===== config.mk =====
export PLATFORM = sky130hd
export DESIGN_NAME = drive_cmd_uart_tx
export DESIGN_NICKNAME = d
export VERILOG_FILES = /design/src/rtl/drive_cmd_uart_tx.sv
export SDC_FILE = /design/constraint.sdc
export NUM_CORES = 1
export LEC_CHECK = 0
export ABC_CLOCK_PERIOD_IN_PS = 2530
export BUFFER_PORTS_ARGS = -buffer_cell sky130_fd_sc_hd__buf_2
export CAP_MARGIN = 20
export CORE_AREA = 2 2 75 77
export DETAILED_ROUTE_END_ITERATION = 8
export DIE_AREA = 0 0 77 79
export PLACE_DENSITY = 0.77
export SLEW_MARGIN = 40
export SYNTH_ARGS = -nofsm -noshare
export SYNTH_HDL_FRONTEND = slang
export SYNTH_SLANG_ARGS = --single-unit

===== constraint.sdc =====
create_clock -name clk -period 2.53 [get_ports clk]
set_clock_uncertainty 0.05 [all_clocks]
set_input_delay 0.506 -clock clk [delete_from_list [all_inputs] [get_ports clk]]
set_output_delay 0.506 -clock clk [all_outputs]
set_load 0.03 [all_outputs]

===== src/rtl/drive_cmd_uart_tx.sv =====
// Drive command UART transmitter: encodes W/A/S/D key state into a command byte
// and sends it 8N1 (LSB first) on every change and on a keepalive timer.
module drive_cmd_uart_tx #(
  parameter int CLK_FREQ_HZ      = 50_000_000,
  parameter int BAUD             = 115200,
  parameter int KEEPALIVE_CYCLES = 5_000_000
) (
  input  logic       clk,
  input  logic       rst_n,
  input  logic       enable,
  input  logic       key_w,
  input  logic       key_a,
  input  logic       key_s,
  input  logic       key_d,
  output logic       tx,
  output logic       tx_busy,
  output logic [7:0] cmd_sent,
  output logic       sent_pulse
);
  localparam int CLKS_PER_BIT = CLK_FREQ_HZ / BAUD;
  localparam int BAUD_W = (CLKS_PER_BIT > 1) ? $clog2(CLKS_PER_BIT) : 1;
  localparam int KA_W   = (KEEPALIVE_CYCLES > 1) ? $clog2(KEEPALIVE_CYCLES) : 1;
  localparam logic [BAUD_W-1:0] BAUD_LAST = BAUD_W'(CLKS_PER_BIT - 1);
  localparam logic [KA_W-1:0]   KA_LAST   = KA_W'(KEEPALIVE_CYCLES - 1);

  typedef enum logic [1:0] {IDLE, START, DATA, STOP} state_e;

  state_e            state_q, state_d;
  logic [3:0]        key_meta_q, key_sync_q;  // {d, s, a, w}
  logic [BAUD_W-1:0] baud_q, baud_d;
  logic [2:0]        bit_q, bit_d;
  logic [7:0]        shift_q, shift_d;
  logic              tx_q, tx_d;
  logic              busy_q, busy_d;
  logic [7:0]        cmd_q, cmd_d;
  logic [KA_W-1:0]   ka_cnt_q, ka_cnt_d;
  logic              ka_pend_q, ka_pend_d;
  logic              launch;
  logic              w_c, a_c, s_c, d_c;
  logic [7:0]        encoded;

  // Opposing keys cancel each other out rather than one taking priority.
  always_comb begin
    w_c     = key_sync_q[0] & ~key_sync_q[2];
    s_c     = key_sync_q[2] & ~key_sync_q[0];
    a_c     = key_sync_q[1] & ~key_sync_q[3];
    d_c     = key_sync_q[3] & ~key_sync_q[1];
    encoded = enable ? {4'b0000, d_c, s_c, a_c, w_c} : 8'h00;
  end

  always_comb begin
    state_d = state_q;
    baud_d  = baud_q;
    bit_d   = bit_q;
    shift_d = shift_q;
    tx_d    = tx_q;
    busy_d  = busy_q;
    cmd_d   = cmd_q;
    launch  = 1'b0;
    case (state_q)
      IDLE: begin
        if ((encoded != cmd_q) || ka_pend_q) begin
          launch  = 1'b1;
          shift_d = encoded;
          cmd_d   = encoded;
          busy_d  = 1'b1;
          tx_d    = 1'b0;
          baud_d  = BAUD_LAST;
          state_d = START;
        end
      end
      START: begin
        if (baud_q == '0) begin
          tx_d    = shift_q[0];
          baud_d  = BAUD_LAST;
          state_d = DATA;
        end else begin
          baud_d = baud_q - 1'b1;
        end
      end
      DATA: begin
        if (baud_q == '0) begin
          baud_d = BAUD_LAST;
          bit_d  = bit_q + 3'd1;
          if (bit_q == 3'd7) begin
            tx_d    = 1'b1;
            state_d = STOP;
          end else begin
            shift_d = {1'b0, shift_q[7:1]};
            tx_d    = shift_q[1];
          end
        end else begin
          baud_d = baud_q - 1'b1;
        end
      end
      STOP: begin
        if (baud_q == '0) begin
          busy_d  = 1'b0;
          state_d = IDLE;
        end else begin
          baud_d = baud_q - 1'b1;
        end
      end
      default: state_d = IDLE;
    endcase

    // Counter saturates once expired; the pending flag holds until the next launch.
    ka_cnt_d  = launch ? '0 : ((ka_cnt_q == KA_LAST) ? ka_cnt_q : ka_cnt_q + 1'b1);
    ka_pend_d = launch ? 1'b0 : (ka_pend_q | (ka_cnt_q == KA_LAST));
  end

  always_ff @(posedge clk or negedge rst_n) begin
    if (!rst_n) begin
      state_q    <= IDLE;
      key_meta_q <= '0;
      key_sync_q <= '0;
      baud_q     <= '0;
      bit_q      <= '0;
      shift_q    <= '0;
      tx_q       <= 1'b1;
      busy_q     <= 1'b0;
      cmd_q      <= 8'h00;
      ka_cnt_q   <= '0;
      ka_pend_q  <= 1'b0;
    end else begin
      state_q    <= state_d;
      key_meta_q <= {key_d, key_s, key_a, key_w};
      key_sync_q <= key_meta_q;
      baud_q     <= baud_d;
      bit_q      <= bit_d;
      shift_q    <= shift_d;
      tx_q       <= tx_d;
      busy_q     <= busy_d;
      cmd_q      <= cmd_d;
      ka_cnt_q   <= ka_cnt_d;
      ka_pend_q  <= ka_pend_d;
    end
  end

  assign tx         = tx_q;
  assign tx_busy    = busy_q;
  assign cmd_sent   = cmd_q;
  assign sent_pulse = (state_q == STOP) && (baud_q == '0);

endmodule


Word-level counts from Yosys, hierarchy flattened
Cells that the tools add are included.
W data, S select, Z words.

cells by class
  add/sub/neg operators = 3
  $mul = 0
  divide/modulo/power cells = 0
  $lt $le $gt $ge = 0
  equality and inequality tests = 14
  shifts and indexed selects = 0
  mux-type cells = 28
  bitwise operators = 9
  reductions and logical operators = 15

operator list
  cell                     number
  $mux W23                 2
  $mux W9                  3
  $pmux W9 S3              1
  $mux W8                  3
  $add A23 B1 Y23 const B  1
  $eq A23 B23 Y1 const B   1
  $ne A2 B2 Y1 const B     8
  $pmux W8 S2              1
  $mux W2                  5
  $logic_not A9 Y1         1
  $mux W1                  9
  $sub A9 B1 Y9 const B    1
  $ne A4 B8 Y1             1
  $pmux W2 S4              1
  $reduce_and A4 Y1        2
  $reduce_and A2 Y1        3
  $reduce_and A5 Y1        1
  $and A1 B1 Y1            4
  $eq A2 B2 Y1 const B     2
  $mux W4                  1
  $not A1 Y1               4
  $reduce_bool A2 Y1       2
  $add A3 B1 Y3 const B    1
  $eq A3 B3 Y1 const B     1
  10 further kinds         10

storage, ports and cells
  register bits after elaboration = 64
  latch bits = 0
  bits in writable memories = 0
  bits in read-only memories = 0
  output and inout bits = 11
  word-level logic and storage cells = 80
  memories kept = 0

Depth between registers and ports, before layout
Gate-level depths: netlist (run 1).

  depth after elaboration = 8
  mapped depth = 9
  mapped depth without buffers = 8

Worst setup path after synthesis (run 1)
No wires, ideal clock.

  path type = register to register
  start point = register state_q[0]
  end point = register shift_q[0]
  arrival time = 1882 ps
  required time = 2352 ps
  path slack = 470 ps
  stages on the path, launching flop included = 8
  buffers on the path = 1
  period minus slack after synthesis = 2060 ps
  path through = dfrtp_1 > inv_1 > ha_1 > clkbuf_1 > clkinv_1 > a2bb2oi_1 > a21oi_2 > mux2_1

between the ends
  cells in the longest elaborated chain, start to end = 3

RTL lines
  what                                                                 line  source
  from (decl)                                                          28    state_e state_q, state_d;
  from (signal assigned)                                               126   state_q <= state_d;
  $eq A2 B2 Y1 / $logic_not A2 Y1 (equally long branches)              60    case (state_q)
  $ne A2 B2 Y1 (no line) / $reduce_bool A2 Y1 (equally long branches)  -
  $reduce_and A4 Y1 (no line)                                          -
  to (signal assigned)                                                 131   shift_q <= shift_d;
  to (decl)                                                            32    logic [7:0] shift_q, shift_d;

Parallel ways exist; a longest one is shown, timed or not.
A chain may end at the register's enable or synchronous reset.

Final worst setup path (run 1)
  start point = register baud_q[1]
  end point = output port sent_pulse

between the ends
  cells in the longest elaborated chain, start to end = 2

RTL lines
  what                    line  source
  from (decl)             30    logic [BAUD_W-1:0] baud_q, baud_d;
  from (signal assigned)  129   baud_q <= baud_d;
  $logic_not A9 Y1        143   assign sent_pulse = (state_q == STOP) && (baud_q == '0);
  $logic_and A1 B1 Y1     143
  to (decl)               18    output logic sent_pulse

Every way passes these cells.

==> flow_summary.toml, run 1 <==
[critical_path]
reg2reg_depth = 5
path_max_fanout = 5
critPathArrivalTime_ns = 1.82
startpoint_type = "register"
cp-end-kind = "primary output"
crit_path_start = "baud_q[1]$_DFFE_PN0P_"
worstReg2RegStart = "key_sync_q[3]$_DFF_PN0_"
r2r_slack_ns = 0.24
worstPathRequired_ns = 1.97
worstSetupPathType = "reg2out"

[floorplanning]
die_y_um = 79
core.rowCount = 27
die_w_um = 77
num_io_pins = 18
dieArea_sq_mm = 0.00608
core_region_area_sq_mm = 0.00534
start_util_pct = 57.1

[sta]
max-slew-margin-rel_pct = 52.5
finalMaxSlewViolations = 0
tns_ns = 0
max_freq_mhz = 422
rsz0062_at_grt = "false"
fin_crit_sh_pct = 93.7
setup_viol = 0
finalHoldViolCount = 0
whs_ns = 0.0838
min_period_ns = 2.37
max_slew.worst_pin.slew_ns = 0.713

[flow_run]
cap_violations = 0

[finish]
multi_input_area_sq_mm = 0.00153
seqCellArea_sq_mm = 0.00140
drive_gt1_share_pct = 18.9
mostFrequentLayoutCells = "55 x dfrtp_1, 32 x nor2_1, 17 x nand2_1"
antennaDiodeCount = 0
nets = 327
num-fill-cells = 457
mostFrequentLayoutCell = "dfrtp_1"
area_delta_synth_final_pct = 9.48

[pwr]
ir_worst_vdd_uv = 305
pwr-share-seq_pct = 60.6
switching_share_pct = 24.6
power.density_mw_per_mm2 = 448
clock_power_share_pct = 35.3
power_frac_comb_pct = 4.1
p_leak_nw = 1.56
switchingPower_uw = 368
power.internal_mw = 1.13

[cts]
path_clk_slew_ns = 0.11
htreeDepth = 2
clock-root-buffer = "clkbuf_8"
clock_sinks = 56
cts_buffers = 5
cts_hold_buf = 0
clock_latency_ns = 0.31
cts_tree = "done"
cts_max_path_buffers = 2

[worst_hold_path]
hold_class = "in2async"

[synth]
yosysWarnings = 0
synth_edf_count = 0
ys_ff_latch = 56
synthFlopType = "dfrtp_1"
avgSynthCellArea_sq_um = 10.6
synth_cells = 287
synth_cell_types = 65
ys_seq_area_share_pct = 46.0
synthArstFlopShare_pct = 100
syn_area_sq_mm = 0.00305

[placement]
gp_congestion = 0.831
hpwlAfterDp_mm = 4.25
portBuffers = 13

[drt]
drt_iter0_drc = 76
vias = 2190
wl_mm = 5.71
drcViolationCount = 0
firstDrtPassIters = 4
drt.antenna.violating_nets = 0
avgRoutedWirePerCell_um = 14.9
viasPerCell = 5.70

[global_route]
grt_pass1_wl_mm = 9.88
grtUsageTotal_pct = 20.3
grt_max_degree = 23
grt_overflow = 0
grt_pass1_vias = 2118
antenna_found_initial = 0

[outcome]
status = "finished clean"
==> power by group through the flow <==
stage / sequential, mW / combinational (mW) / clock, mW
5_1_grt: 0.907 / 0.0686 / 0.575
3_3_place_gp: 0.922 / 0.0621 / 0
3_5_place_dp: 0.923 / 0.0630 / 0
4_1_cts: 0.906 / 0.0629 / 0.552
6_report: 0.906 / 0.0615 / 0.528
2_1_floorplan: 0.922 / 0.0407 / 0
==> final timing paths <==
kind	endpoint
max in group asynchronous	ka_cnt_q[21]$_DFFE_PN0P_
min in group clk	key_meta_q[1]$_DFF_PN0_
hold / removal	baud_q[7]$_DFFE_PN0P_
setup / recovery	sent_pulse
hold reg to reg	key_sync_q[0]$_DFF_PN0_
setup reg to reg	shift_q[0]$_DFFE_PN0P_
==> routing by layer <==
layer | part of all wire (%) | vias up | GRT usage [%] | routed length (um)
li1 | - | 1083 | - | -
met1 | 47 | 1075 | 27.0 | 2700
met2 | 50 | 27 | 35.0 | 2840
met3 | 2.1 | 5 | 3.18 | 120
met4 | 0.93 | 0 | 5.54 | 53
met5 | 0 | - | 0 | 0
==> cell usage after synthesis, drive strengths merged, types with 2 or more instances <==
cell | number | share of area [%]
mux2 | 8 | 3.6
mux2i | 6 | 2.0
xor2 | 15 | 4.3
nor4bb | 2 | 0.66
nand3 | 11 | 1.8
o32ai | 2 | 0.57
a211oi | 7 | 1.7
a2bb2oi | 2 | 0.57
and3 | 4 | 0.82
dfrtp | 55 | 45
clkbuf | 5 | 0.74
nand4 | 5 | 1.0
ha | 9 | 3.7
a31oi | 3 | 0.62
nor2b | 4 | 0.82
inv | 11 | 1.4
a21oi | 10 | 2.0
o21ai | 7 | 1.1
nand2 | 17 | 2.1
xnor2 | 6 | 1.7
or4 | 3 | 0.86
nand4b | 2 | 0.57
a221o | 2 | 0.66
and2 | 2 | 0.41
o22a | 4 | 1.1
nor2 | 34 | 4.8
a21o | 2 | 0.49
buf | 8 | 2.3
o31ai | 3 | 0.74
nor3 | 6 | 1.5
and3b | 4 | 1.2
and4 | 3 | 0.86
nor3b | 2 | 0.49
nor4 | 5 | 1.2
a21boi | 2 | 0.49
==> critical path: stages, from the launching register on <==
cell,delay [ns]
dfrtp_1,0.43
inv_1,0.09
ha_1,0.15
nor4b_4,0.21
and2_4,0.18
nand2_1,0.11
inv_2,0.13
clkbuf_4,0.20
==> flip-flops by register name (all words and copies together) (netlist names), 2 cells and up <==
register,count
baud_q,9
shift_q,4
key_meta_q,4
ka_cnt_q,23
bit_q,3
state_q,2
cmd_sent,4
key_sync_q,4
==> layout make-up <==
cell class	count	share of cell area [%]
clock inverter	3	0.862
tap	72	2.70
sequential	56	42.0
timing repair buffer	27	5.17
clock buffer	5	2.06
multi-input combinational	209	45.8
inverter	12	1.35
==> per-stage QoR <==
stage | instance area (sq um) | total power [mW] | setup WS (ns) | std cells | util, %
floorplan | 3060 | 0.962 | 0.470 | 290 | -
global placement | 3210 | 0.985 | 0.156 | 374 | 60.2
detailed placement | 3210 | 0.986 | 0.124 | 374 | 60.2
CTS | 3310 | 1.52 | 0.0143 | 382 | 62.0
global route | 3340 | 1.55 | 0.0220 | 384 | 62.5
finish | 3340 | 1.50 | 0.159 | 384 | 62.5
==> what timing repair did <==
| action | CTS | global route |
|---|---|---|
| endpoints found under the setup margin | 1 | 1 |
| cloned | 0 | 0 |
| resized for setup | 2 | 2 |
| setup buffers | 0 | 2 |
==> kinds of logic after synthesis <==
logic type	share of synthesized area (%)
buf+inv	4.55
simple gates	20.5
mux	5.54
flops	46.0
xor+xnor	6.03
other cells	0.123
fa+ha+maj	3.69
compound gates	13.5
Power figures use the tool's default switching activity.
==> run 2, diff against run 1 <==
--- a/config.mk
+++ b/config.mk
@@ -5,13 +5,12 @@
 export SDC_FILE = /design/constraint.sdc
 export NUM_CORES = 1
 export LEC_CHECK = 0
-export ABC_CLOCK_PERIOD_IN_PS = 2530
+export ABC_CLOCK_PERIOD_IN_PS = 2950
 export BUFFER_PORTS_ARGS = -buffer_cell sky130_fd_sc_hd__buf_2
 export CAP_MARGIN = 20
-export CORE_AREA = 2 2 75 77
+export CORE_AREA = 2 2 104 106
 export DETAILED_ROUTE_END_ITERATION = 8
-export DIE_AREA = 0 0 77 79
-export PLACE_DENSITY = 0.77
+export DIE_AREA = 0 0 106 108
 export SLEW_MARGIN = 40
 export SYNTH_ARGS = -nofsm -noshare
 export SYNTH_HDL_FRONTEND = slang
==> constraint.sdc (replaced) <==
create_clock -name clk -period 2.95 [get_ports clk]
set_clock_uncertainty 0.05 [all_clocks]
set_input_delay 0.59 -clock clk [delete_from_list [all_inputs] [get_ports clk]]
set_output_delay 0.59 -clock clk [all_outputs]
set_load 0.03 [all_outputs]
==> run 2 against run 1 <==
Net effect:
- count of clock-buffer cells in the layout unchanged
- global-route usage decreased by 9.6 points
- sequential cell count unchanged
- core utilization decreased by 30 points
- wire length increased by 1.2%
- design area decreased by 0.26%
- critical path depth unchanged
- combinational power decreased by 12%
- critical endpoint unchanged
==> flow_summary.toml, run 2 (synthesized netlist as in run 1, its figures left out) <==
[placement]
hpwlAfterDp_mm = 4.00
portBuffers = 13
gp_congestion = 0.782
dp.cells = 430

[sta]
setup_viol = 0
fin_crit_sh_pct = 89.8
tns_ns = 0
min_period_ns = 2.65
finalHoldViolCount = 0
max_freq_mhz = 378
finalMaxSlewViolations = 0
rsz0062_at_grt = "false"
whs_ns = 0.308
max-slew-margin-rel_pct = 51.4
max_slew.worst_pin.slew_ns = 0.723

[pwr]
p_leak_nw = 1.50
ir_worst_vdd_uv = 175
power.density_mw_per_mm2 = 381
finalPower_mw = 1.27

[worst_hold_path]
hold_class = "reg2reg"
worstHoldStart = "key_meta_q[1]$_DFF_PN0_"
whs_path_depth = 0
whs_endpoint = "key_sync_q[1]$_DFF_PN0_"

[cts]
cts_max_path_buffers = 2
clock_sinks = 56
cts_resized = 0
cts_buffers = 5
cts_hold_buf = 0
postCtsSetupRepairBufs = 0
clock_latency_ns = 0.31
cts_tree = "done"
path_clk_slew_ns = 0.10
clock-root-buffer = "clkbuf_8"
htreeDepth = 2

[drt]
drcViolationCount = 0
wl_mm = 5.78
vias = 2168
drt_iter0_drc = 92
drt.antenna.violating_nets = 0
viasPerCell = 4.95
firstDrtPassIters = 4
avgRoutedWirePerCell_um = 13.2

[critical_path]
worstReg2RegStart = "baud_q[0]$_DFFE_PN0P_"
crit_path_start = "baud_q[0]$_DFFE_PN0P_"
worstSetupPathType = "reg2out"
cp-end-kind = "primary output"
critPathArrivalTime_ns = 2.01
path_max_fanout = 5
r2r-end = "shift_q[0]$_DFFE_PN0P_"
worstPathRequired_ns = 2.31
r2r_slack_ns = 0.69
startpoint_type = "register"
reg2reg_depth = 8

[floorplanning]
die_y_um = 108
num_io_pins = 18
core_region_area_sq_mm = 0.0102
core.rowCount = 37
die_w_um = 106
start_util_pct = 29.8
dieArea_sq_mm = 0.0114

[global_route]
grt_pass1_vias = 2144
grtUsageTotal_pct = 10.7
antenna_found_initial = 0
grt_pass1_wl_mm = 10.1
grt_max_degree = 57
grt_overflow = 0

[finish]
num-fill-cells = 1031
mostFrequentLayoutCell = "dfrtp_1"
largest_reg_flops = 23
top_regs = "ka_cnt_q x23, baud_q x9"
antennaDiodeCount = 0
instances_no_fill = 438
seqCellArea_sq_mm = 0.00140
regMostFlops = "ka_cnt_q"
drive_gt1_share_pct = 16.2
nets = 317
multi_input_area_sq_mm = 0.00153
mostFrequentLayoutCells = "55 x dfrtp_1, 32 x nor2_1, 17 x nand2_1"
area_delta_synth_final_pct = 9.19

[flow_run]
cap_violations = 0

[outcome]
status = "finished clean"
run 2: changes by cell type in the layout (fill, tap and decap cells not counted), sizes merged:
cell	previous run	this run
buf	26	17
inv	14	12
clkinv	1	3
clkbuf	6	5
run 2: critical path, stage by stage (launching register included):
cell and delay [ns]:
dfrtp_1 0.44, inv_1 0.12, ha_1 0.15, nor4b_2 0.34
and2_1 0.20, nand2_1 0.12, inv_2 0.12, buf_2 0.20
run 2: final cells by class:
class	count	share of cell area (%)
Tap cell	136	5.11
Multi-Input combinational cell	209	45.8
Clock inverter	3	0.676
Sequential cell	56	42.1
Timing Repair Buffer	17	2.86
Clock buffer	5	2.07
Inverter	12	1.35
run 2: where the power goes:
group,internal [mW],switching (mW)
sequential,0.773,0.00414
combinational,0.0152,0.0387
clock,0.171,0.265
total,0.959,0.308
run 2: metal layers:
| layer | up-vias | track usage (%) | routed length, um |
|---|---|---|---|
| li1 | 1059 | - | - |
| met1 | 1067 | 14.0 | 2830 |
| met2 | 31 | 18.5 | 2750 |
| met3 | 11 | 2.17 | 143 |
| met4 | 0 | 2.54 | 59 |
| met5 | - | 0 | 0 |
run 2: worst max path at each step:
| stage | endpoint | slack [ns] | cells after the start |
|---|---|---|---|
| floorplan | sent_pulse | 0.81 | 7 |
| global placement | shift_q[0]$_DFFE_PN0P_ | 0.62 | 7 |
| detailed placement | shift_q[0]$_DFFE_PN0P_ | 0.55 | 7 |
| CTS | sent_pulse | 0.30 | 7 |
| global route | sent_pulse | 0.09 | 7 |
| finish | sent_pulse | 0.30 | 7 |
run 2: per-stage QoR:
step                      worst slack, ns  area (sq um)  utilization (%)
after detailed placement            0.550          3230             31.6
after CTS                           0.303          3320             32.5
after global placement              0.624          3230             31.6
after global routing               0.0924          3330             32.5
final                               0.302          3330             32.5
after floorplan                     0.811          3060                -
